`src/rtl/mem_arbiter_if.sv`:
```
// Bundle of requester-side and memory-side signals around mem_arbiter.
// master = arbiter view; slave = view of the caches and memory model around it.
interface mem_arbiter_if #(
    parameter int ADDR_W = 32,
    parameter int DATA_W = 32
);
    logic              i_req;
    logic [ADDR_W-1:0] i_address;
    logic              i_ack;
    logic [DATA_W-1:0] i_dataout;

    logic              d_ren;
    logic              d_wen;
    logic [ADDR_W-1:0] d_address;
    logic [DATA_W-1:0] d_datain;
    logic [3:0]        d_byte_select;
    logic              d_ack;
    logic [DATA_W-1:0] d_dataout;

    logic              mem_ren;
    logic              mem_wen;
    logic [ADDR_W-1:0] mem_address;
    logic [DATA_W-1:0] mem_datain;
    logic [3:0]        mem_byte_selector;
    logic [DATA_W-1:0] mem_dataout;
    logic              mem_memsig;

    logic              err;
    logic              busy;

    modport master (
        input  i_req, i_address, d_ren, d_wen, d_address, d_datain, d_byte_select,
               mem_dataout, mem_memsig,
        output i_ack, i_dataout, d_ack, d_dataout, mem_ren, mem_wen, mem_address,
               mem_datain, mem_byte_selector, err, busy
    );

    modport slave (
        output i_req, i_address, d_ren, d_wen, d_address, d_datain, d_byte_select,
               mem_dataout, mem_memsig,
        input  i_ack, i_dataout, d_ack, d_dataout, mem_ren, mem_wen, mem_address,
               mem_datain, mem_byte_selector, err, busy
    );
endinterface

```
`src/rtl/mem_arbiter.sv`:
```
// Shares one memory between the I-side and D-side cache controllers:
// arbitrate in IDLE, hold latched strobes until memsig or timeout, then ack once.
module mem_arbiter #(
    parameter int ADDR_W     = 32,
    parameter int DATA_W     = 32,
    parameter int RR_MODE    = 0,
    parameter int STARVE_LIM = 4,
    parameter int TIMEOUT    = 64
) (
    input logic           clk,
    input logic           reset,
    mem_arbiter_if.master bus
);
    localparam logic [1:0] IDLE    = 2'd0;
    localparam logic [1:0] GRANT_I = 2'd1;
    localparam logic [1:0] GRANT_D = 2'd2;
    localparam logic [1:0] RESP    = 2'd3;

    localparam int TW = $clog2(TIMEOUT) + 1;
    localparam int SW = $clog2(STARVE_LIM) + 1;

    logic [1:0]        state;
    logic [ADDR_W-1:0] lat_addr;
    logic [DATA_W-1:0] lat_data;
    logic [3:0]        lat_be;
    logic              lat_wr;
    logic              owner_d;
    logic              err_flag;
    logic [TW-1:0]     tcnt;
    logic [SW-1:0]     starve_cnt;
    logic              last_d;
    logic [DATA_W-1:0] i_data_q;
    logic [DATA_W-1:0] d_data_q;

    logic d_req;
    logic pick_d;
    logic in_grant;

    always_comb begin
        d_req  = bus.d_ren | bus.d_wen;
        pick_d = 1'b0;
        if (d_req && !bus.i_req) begin
            pick_d = 1'b1;
        end else if (d_req && bus.i_req) begin
            // Tie: round-robin favours whoever did not win last; otherwise D wins unless I is starved
            if (RR_MODE != 0)
                pick_d = !last_d;
            else
                pick_d = (starve_cnt != SW'(STARVE_LIM));
        end
    end

    always_ff @(posedge clk or negedge reset) begin
        if (!reset) begin
            state      <= IDLE;
            lat_addr   <= '0;
            lat_data   <= '0;
            lat_be     <= '0;
            lat_wr     <= 1'b0;
            owner_d    <= 1'b0;
            err_flag   <= 1'b0;
            tcnt       <= '0;
            starve_cnt <= '0;
            last_d     <= 1'b0;
            i_data_q   <= '0;
            d_data_q   <= '0;
        end else begin
            case (state)
                IDLE: begin
                    if (bus.i_req || d_req) begin
                        owner_d  <= pick_d;
                        last_d   <= pick_d;
                        err_flag <= 1'b0;
                        tcnt     <= '0;
                        if (pick_d) begin
                            lat_addr <= bus.d_address;
                            lat_data <= bus.d_datain;
                            lat_be   <= bus.d_byte_select;
                            lat_wr   <= bus.d_wen;
                            state    <= GRANT_D;
                            if (bus.i_req && starve_cnt != SW'(STARVE_LIM))
                                starve_cnt <= starve_cnt + 1'b1;
                        end else begin
                            lat_addr   <= bus.i_address;
                            lat_data   <= '0;
                            lat_be     <= '1;
                            lat_wr     <= 1'b0;
                            state      <= GRANT_I;
                            starve_cnt <= '0;
                        end
                    end
                end
                GRANT_I, GRANT_D: begin
                    tcnt <= tcnt + 1'b1;
                    if (bus.mem_memsig) begin
                        if (!lat_wr) begin
                            if (owner_d)
                                d_data_q <= bus.mem_dataout;
                            else
                                i_data_q <= bus.mem_dataout;
                        end
                        state <= RESP;
                    end else if (tcnt == TW'(TIMEOUT - 1)) begin
                        err_flag <= 1'b1;
                        state    <= RESP;
                    end
                end
                RESP: begin
                    state <= IDLE;
                end
            endcase
        end
    end

    // Strobes decode straight from state so an asynchronous reset drops them at once
    assign in_grant              = (state == GRANT_I) || (state == GRANT_D);
    assign bus.mem_ren           = in_grant && !lat_wr;
    assign bus.mem_wen           = in_grant && lat_wr;
    assign bus.mem_address       = lat_addr;
    assign bus.mem_datain        = lat_data;
    assign bus.mem_byte_selector = lat_be;

    assign bus.i_ack     = (state == RESP) && !owner_d;
    assign bus.d_ack     = (state == RESP) && owner_d;
    assign bus.err       = (state == RESP) && err_flag;
    assign bus.busy      = (state != IDLE);
    assign bus.i_dataout = i_data_q;
    assign bus.d_dataout = d_data_q;
endmodule

```
`src/flat_wrapper.sv`:
```
// flat-port wrapper written by rule: the top's interface ports become plain ports
module mem_arbiter_flat 
#(
    parameter int ADDR_W     = 32,
    parameter int DATA_W     = 32,
    parameter int RR_MODE    = 0,
    parameter int STARVE_LIM = 4,
    parameter int TIMEOUT    = 64
)
  (clk, reset, bus_i_req, bus_i_address, bus_d_ren, bus_d_wen, bus_d_address, bus_d_datain, bus_d_byte_select, bus_mem_dataout, bus_mem_memsig, bus_i_ack, bus_i_dataout, bus_d_ack, bus_d_dataout, bus_mem_ren, bus_mem_wen, bus_mem_address, bus_mem_datain, bus_mem_byte_selector, bus_err, bus_busy);
  mem_arbiter_if #(.ADDR_W(ADDR_W), .DATA_W(DATA_W)) bus_i ();
  input logic clk;
  input logic reset;
  input wire logic [$bits(bus_i.i_req)-1:0] bus_i_req;
  input wire logic [$bits(bus_i.i_address)-1:0] bus_i_address;
  input wire logic [$bits(bus_i.d_ren)-1:0] bus_d_ren;
  input wire logic [$bits(bus_i.d_wen)-1:0] bus_d_wen;
  input wire logic [$bits(bus_i.d_address)-1:0] bus_d_address;
  input wire logic [$bits(bus_i.d_datain)-1:0] bus_d_datain;
  input wire logic [$bits(bus_i.d_byte_select)-1:0] bus_d_byte_select;
  input wire logic [$bits(bus_i.mem_dataout)-1:0] bus_mem_dataout;
  input wire logic [$bits(bus_i.mem_memsig)-1:0] bus_mem_memsig;
  output wire logic [$bits(bus_i.i_ack)-1:0] bus_i_ack;
  output wire logic [$bits(bus_i.i_dataout)-1:0] bus_i_dataout;
  output wire logic [$bits(bus_i.d_ack)-1:0] bus_d_ack;
  output wire logic [$bits(bus_i.d_dataout)-1:0] bus_d_dataout;
  output wire logic [$bits(bus_i.mem_ren)-1:0] bus_mem_ren;
  output wire logic [$bits(bus_i.mem_wen)-1:0] bus_mem_wen;
  output wire logic [$bits(bus_i.mem_address)-1:0] bus_mem_address;
  output wire logic [$bits(bus_i.mem_datain)-1:0] bus_mem_datain;
  output wire logic [$bits(bus_i.mem_byte_selector)-1:0] bus_mem_byte_selector;
  output wire logic [$bits(bus_i.err)-1:0] bus_err;
  output wire logic [$bits(bus_i.busy)-1:0] bus_busy;
  assign bus_i.i_req = bus_i_req;
  assign bus_i.i_address = bus_i_address;
  assign bus_i.d_ren = bus_d_ren;
  assign bus_i.d_wen = bus_d_wen;
  assign bus_i.d_address = bus_d_address;
  assign bus_i.d_datain = bus_d_datain;
  assign bus_i.d_byte_select = bus_d_byte_select;
  assign bus_i.mem_dataout = bus_mem_dataout;
  assign bus_i.mem_memsig = bus_mem_memsig;
  assign bus_i_ack = bus_i.i_ack;
  assign bus_i_dataout = bus_i.i_dataout;
  assign bus_d_ack = bus_i.d_ack;
  assign bus_d_dataout = bus_i.d_dataout;
  assign bus_mem_ren = bus_i.mem_ren;
  assign bus_mem_wen = bus_i.mem_wen;
  assign bus_mem_address = bus_i.mem_address;
  assign bus_mem_datain = bus_i.mem_datain;
  assign bus_mem_byte_selector = bus_i.mem_byte_selector;
  assign bus_err = bus_i.err;
  assign bus_busy = bus_i.busy;
  mem_arbiter #(.ADDR_W(ADDR_W), .DATA_W(DATA_W), .RR_MODE(RR_MODE), .STARVE_LIM(STARVE_LIM), .TIMEOUT(TIMEOUT)) u_core (.clk(clk), .reset(reset), .bus(bus_i));
endmodule
```
`config.mk`:
```
export PLATFORM = sky130hd
export DESIGN_NAME = mem_arbiter_flat
export DESIGN_NICKNAME = d
export VERILOG_FILES = /design/src/rtl/mem_arbiter_if.sv /design/src/rtl/mem_arbiter.sv /design/src/flat_wrapper.sv
export SDC_FILE = /design/constraint.sdc
export NUM_CORES = 1
export LEC_CHECK = 0
export ABC_CLOCK_PERIOD_IN_PS = 1900
export CAP_MARGIN = 20
export CORE_ASPECT_RATIO = 2
export CORE_MARGIN = 5
export CORE_UTILIZATION = 41
export CTS_CLUSTER_SIZE = 10
export DETAILED_ROUTE_END_ITERATION = 10
export HOLD_SLACK_MARGIN = 0.08
export PLACE_DENSITY = 0.78
export SLEW_MARGIN = 20
export SYNTH_ARGS = -nofsm -noshare
export SYNTH_HDL_FRONTEND = slang
export SYNTH_SLANG_ARGS = --single-unit
```
`constraint.sdc`:
```
create_clock -name clk -period 1.9 [get_ports clk]
set_input_delay 0.38 -clock clk [delete_from_list [all_inputs] [get_ports clk]]
set_output_delay 0.38 -clock clk [all_outputs]
set_load 0.01 [all_outputs]
```
==> summary.md <==
| Metric | Value |
|---|---|
| Outcome | `finished clean` |
| Critical path endpoint category | `register` |
| Kind of critical path | `reg -> reg` |
| FMAX | `557.4 MHz` |
| Die area | `17150 um2` |
| Maxcap violations | `0` |
| Wire per inst | `17.84 um` |
| Worst slew pin tran | `0.7447 ns` |
| H-tree Lvls | `4` |
| FF-to-FF Start | `u_core.starve_cnt[0]` |
| Crit-path slowest cell | `nor2_4` |
| R2r setup slk | `0.11 ns` |
| CP Launch Type | `register` |
| Vias | `4974` |
| Die X | `95.15 um` |
| Largest family of logic cells by synthesized area | `multiplexers` |
| Unrepaired setup endpoints after global routing | `false` |
| Synth Area in Compound Gates | `10.44%` |
| Fin crit share | `94.42%` |
| Num ports | `276` |
| DRT Pass-1 Iters | `7` |
| Synth Flop Type | `dfrtp_1` |
| Root Driver | `clkbuf_16` |
| Worst stage delay on the critical path | `0.60 ns` |
| Post-layout min period | `1.794 ns` |
| CTS tree | `built` |
| Chip Height | `180.3 um` |
| Peak VDD IR | `0.9553 mV` |
| DRT iter0 DRCs | `160` |
| PwrDens | `1722 nW/um2` |
| CTS sink cnt | `147` |
| Max FO, Critical Path | `33` |
| Core box area | `14270 um2` |
| Dpl hpwl | `13880 um` |
| GRT Residual Overflow | `0` |
| Setup Skew | `0.008515 ns` |
| Worst R2R Path Depth | `6` |
| Mux cell area share after synthesis | `12.65%` |
| Share of post-route cells with drive strength above 1 | `17.81%` |
| Worst EP arrival | `2.13 ns` |
| #FFs+latches synth | `147` |
| GPL Wtd Cong | `0.8824` |
| DRC | `0` |
| P&R area growth vs syn | `64.98%` |
| Critical-path cell list | `inv_1, ha_1, nand3_1, o21ai_2, nor2_4, a22o_1` |
| XOR/XNOR Fraction of Synth Area | `0.5893%` |
| Worst Setup SP | `u_core.starve_cnt[0]` |
| Clock Pin Slew Worst Setup and Hold Paths | `0.07 ns` |
| Max Buffers Root-to-Sink | `2` |
| Finished Cell Area | `9807 um2` |
| Post-synthesis simple-gate area fraction | `10.23%` |
| Hold Path Class | `in -> async` |
| Setup violators final | `0` |
| Worst EP required | `2.24 ns` |
| Antenna violations before repair | `0` |
| Antenna diodes | `0` |
| Post-Synth Adder-Cell Area | `1.263%` |
| Routed Antenna Nets | `0` |
| Slew HR | `50.24%` |
| Syn avg cell area | `12.18 um2` |
| FP Rows | `62` |
| Mapped Area | `5944 um2` |
| Global-route usage over all layers | `21.21%` |
| Routed wire length | `17750 um` |
| Synthesized net count | `632` |
| Final Hold Fails | `0` |
| Number of synthesized flops with an enable pin | `0` |
| Pleak | `4.195 nW` |
| Mapped Cells | `488` |
| Layout net count | `934` |
| Port bufs | `275` |
| Vias in the first global route | `5522` |
| Post-synth cell types | `34` |
| Yosys warns | `0` |
| Post-Route Utilization | `68.71%` |
| First-pass GRT wire length | `28280 um` |
| Total CTS buffers | `17` |
| Asr flop ratio synth | `100.0%` |
| Avg Vias per Cell | `4.999` |
| Final slew viol count | `0` |
| Placed inst area | `9176 um2` |
| Seq/Total Area, Yosys | `61.88%` |
| Starting Density | `41.65%` |
| Largest net degree at the start of global routing | `49` |
| Worst skew pair latency | `0.40 ns` |
==> power by group <==
part / switching [W] / leakage, nW / internal, W
Sequential: 0.000892 / 1.76 / 0.00467
Combinational: 0.00328 / 2.14 / 0.00458
Clock: 0.00142 / 0.304 / 0.00204
==> per-layer routing <==
| layer | wire, um | share of wire [%] | track usage (%) |
|---|---|---|---|
| met5 | 0 | 0 | 0 |
| met1 | 6287 | 35 | 23.02 |
| met4 | 732 | 4.1 | 9.659 |
| met2 | 9880 | 56 | 38.47 |
| met3 | 852 | 4.8 | 3.970 |
==> layout make-up <==
| type | instances | area (um2) |
|---|---|---|
| Inverter | 8 | 30.03 |
| Clock buffer | 18 | 439.2 |
| Clock inverter | 14 | 183.9 |
| Sequential cell | 147 | 3679 |
| Multi-Input combinational cell | 305 | 2131 |
| Fill cell | 1121 | 4467 |
| Tap cell | 192 | 240.2 |
| Timing Repair Buffer | 311 | 3104 |
==> critical path: cells and delay by family, from the launching register on <==
| kind | cells | cell delay (ns) |
|---|---|---|
| AOI/OAI and AO/OA | 2 | 0.32 |
| adders and majority gates | 1 | 0.22 |
| buffers and inverters | 1 | 0.06 |
| DFF | 1 | 0.40 |
| and+or+nand+nor | 2 | 0.71 |
==> cell families after synthesis <==
group	Yosys count
DFF	147
and+or+nand+nor	144
AOI/OAI and AO/OA	84
muxes	67
buffers and inverters	36
adders and majority gates	6
xor gates and xnor gates	4
==> timing repair <==
action / 4_1_cts / 5_1_grt
gates resized for setup: 18 / 9
buffers inserted: 0 / 0
endpoints found under the hold margin: 32 / 0
hold buffers: 1 / 0
pin swaps: 0 / 1
endpoints found under the setup margin: 6 / 42
==> Yosys cell counts, types with 2 or more instances <==
cell type	n	area, um2
and2_1	3	18.77
mux2_1	7	78.83
a22o_1	33	289.0
a31oi_1	32	200.2
clkbuf_1	8	30.03
ha_1	6	75.07
buf_2	14	70.07
dfrtp_1	147	3679
o22a_1	4	35.03
a21oi_1	2	10.01
inv_1	8	30.03
nor3_1	3	15.01
mux2i_1	2	20.02
nor2_1	42	157.7
o21ai_2	2	17.52
nor2b_1	3	18.77
xnor2_1	4	35.03
buf_4	6	45.04
nor4_1	3	18.77
nand3_1	4	20.02
o21ai_0	6	30.03
mux2_2	58	653.1
nand2_1	80	300.3
==> per-stage QoR <==
step	power (W)	setup slack [ns]	TNS (ns)	hold slack, ns	std cells
final	0.01689	0.1059	0	0.4543	995
after global routing	0.01787	0.005273	0	0.4854	995
after CTS	0.01707	0.0006813	0	0.4231	995
after detailed placement	0.01355	-0.2115	-8.997	0.2954	962
after global placement	0.01322	-0.1249	-6.118	0.2897	962
after floorplan	0.009013	0.01162	0	0.08441	488
==> worst paths after layout <==
path                                            end
min in group clk           u_core.bus.i_dataout[22]
hold / removal             u_core.bus.d_dataout[27]
setup reg to reg           u_core.bus.mem_datain[4]
max in group asynchronous      u_core.starve_cnt[1]
setup / recovery           u_core.bus.mem_datain[4]
hold reg to reg            u_core.bus.i_dataout[22]
==> flip-flops by register name (all words and copies together) (netlist names) <==
name,flops
u_core.tcnt,7
u_core.bus.mem_byte_selector,4
u_core.bus.i_dataout,32
u_core.err_flag,1
u_core.bus.mem_address,32
u_core.lat_wr,1
u_core.bus.d_dataout,32
u_core.owner_d,1
u_core.bus.mem_datain,32
u_core.starve_cnt,3
u_core.state,2
==> cells in the final DEF, fill, tap and decap left out, drive strengths merged, types with 3 or more instances in the layout <==
| cell | count |
|---|---|
| a22o | 33 |
| a31oi | 32 |
| and2 | 3 |
| buf | 40 |
| clkbuf | 19 |
| clkdlybuf4s50 | 268 |
| clkinv | 3 |
| dfrtp | 147 |
| ha | 6 |
| inv | 16 |
| mux2 | 65 |
| nand2 | 80 |
| nand3 | 4 |
| nor2 | 44 |
| nor2b | 3 |
| nor3 | 4 |
| nor4 | 3 |
| o21ai | 9 |
| o22a | 4 |
| xnor2 | 4 |
Power figures use the tool's default switching activity.
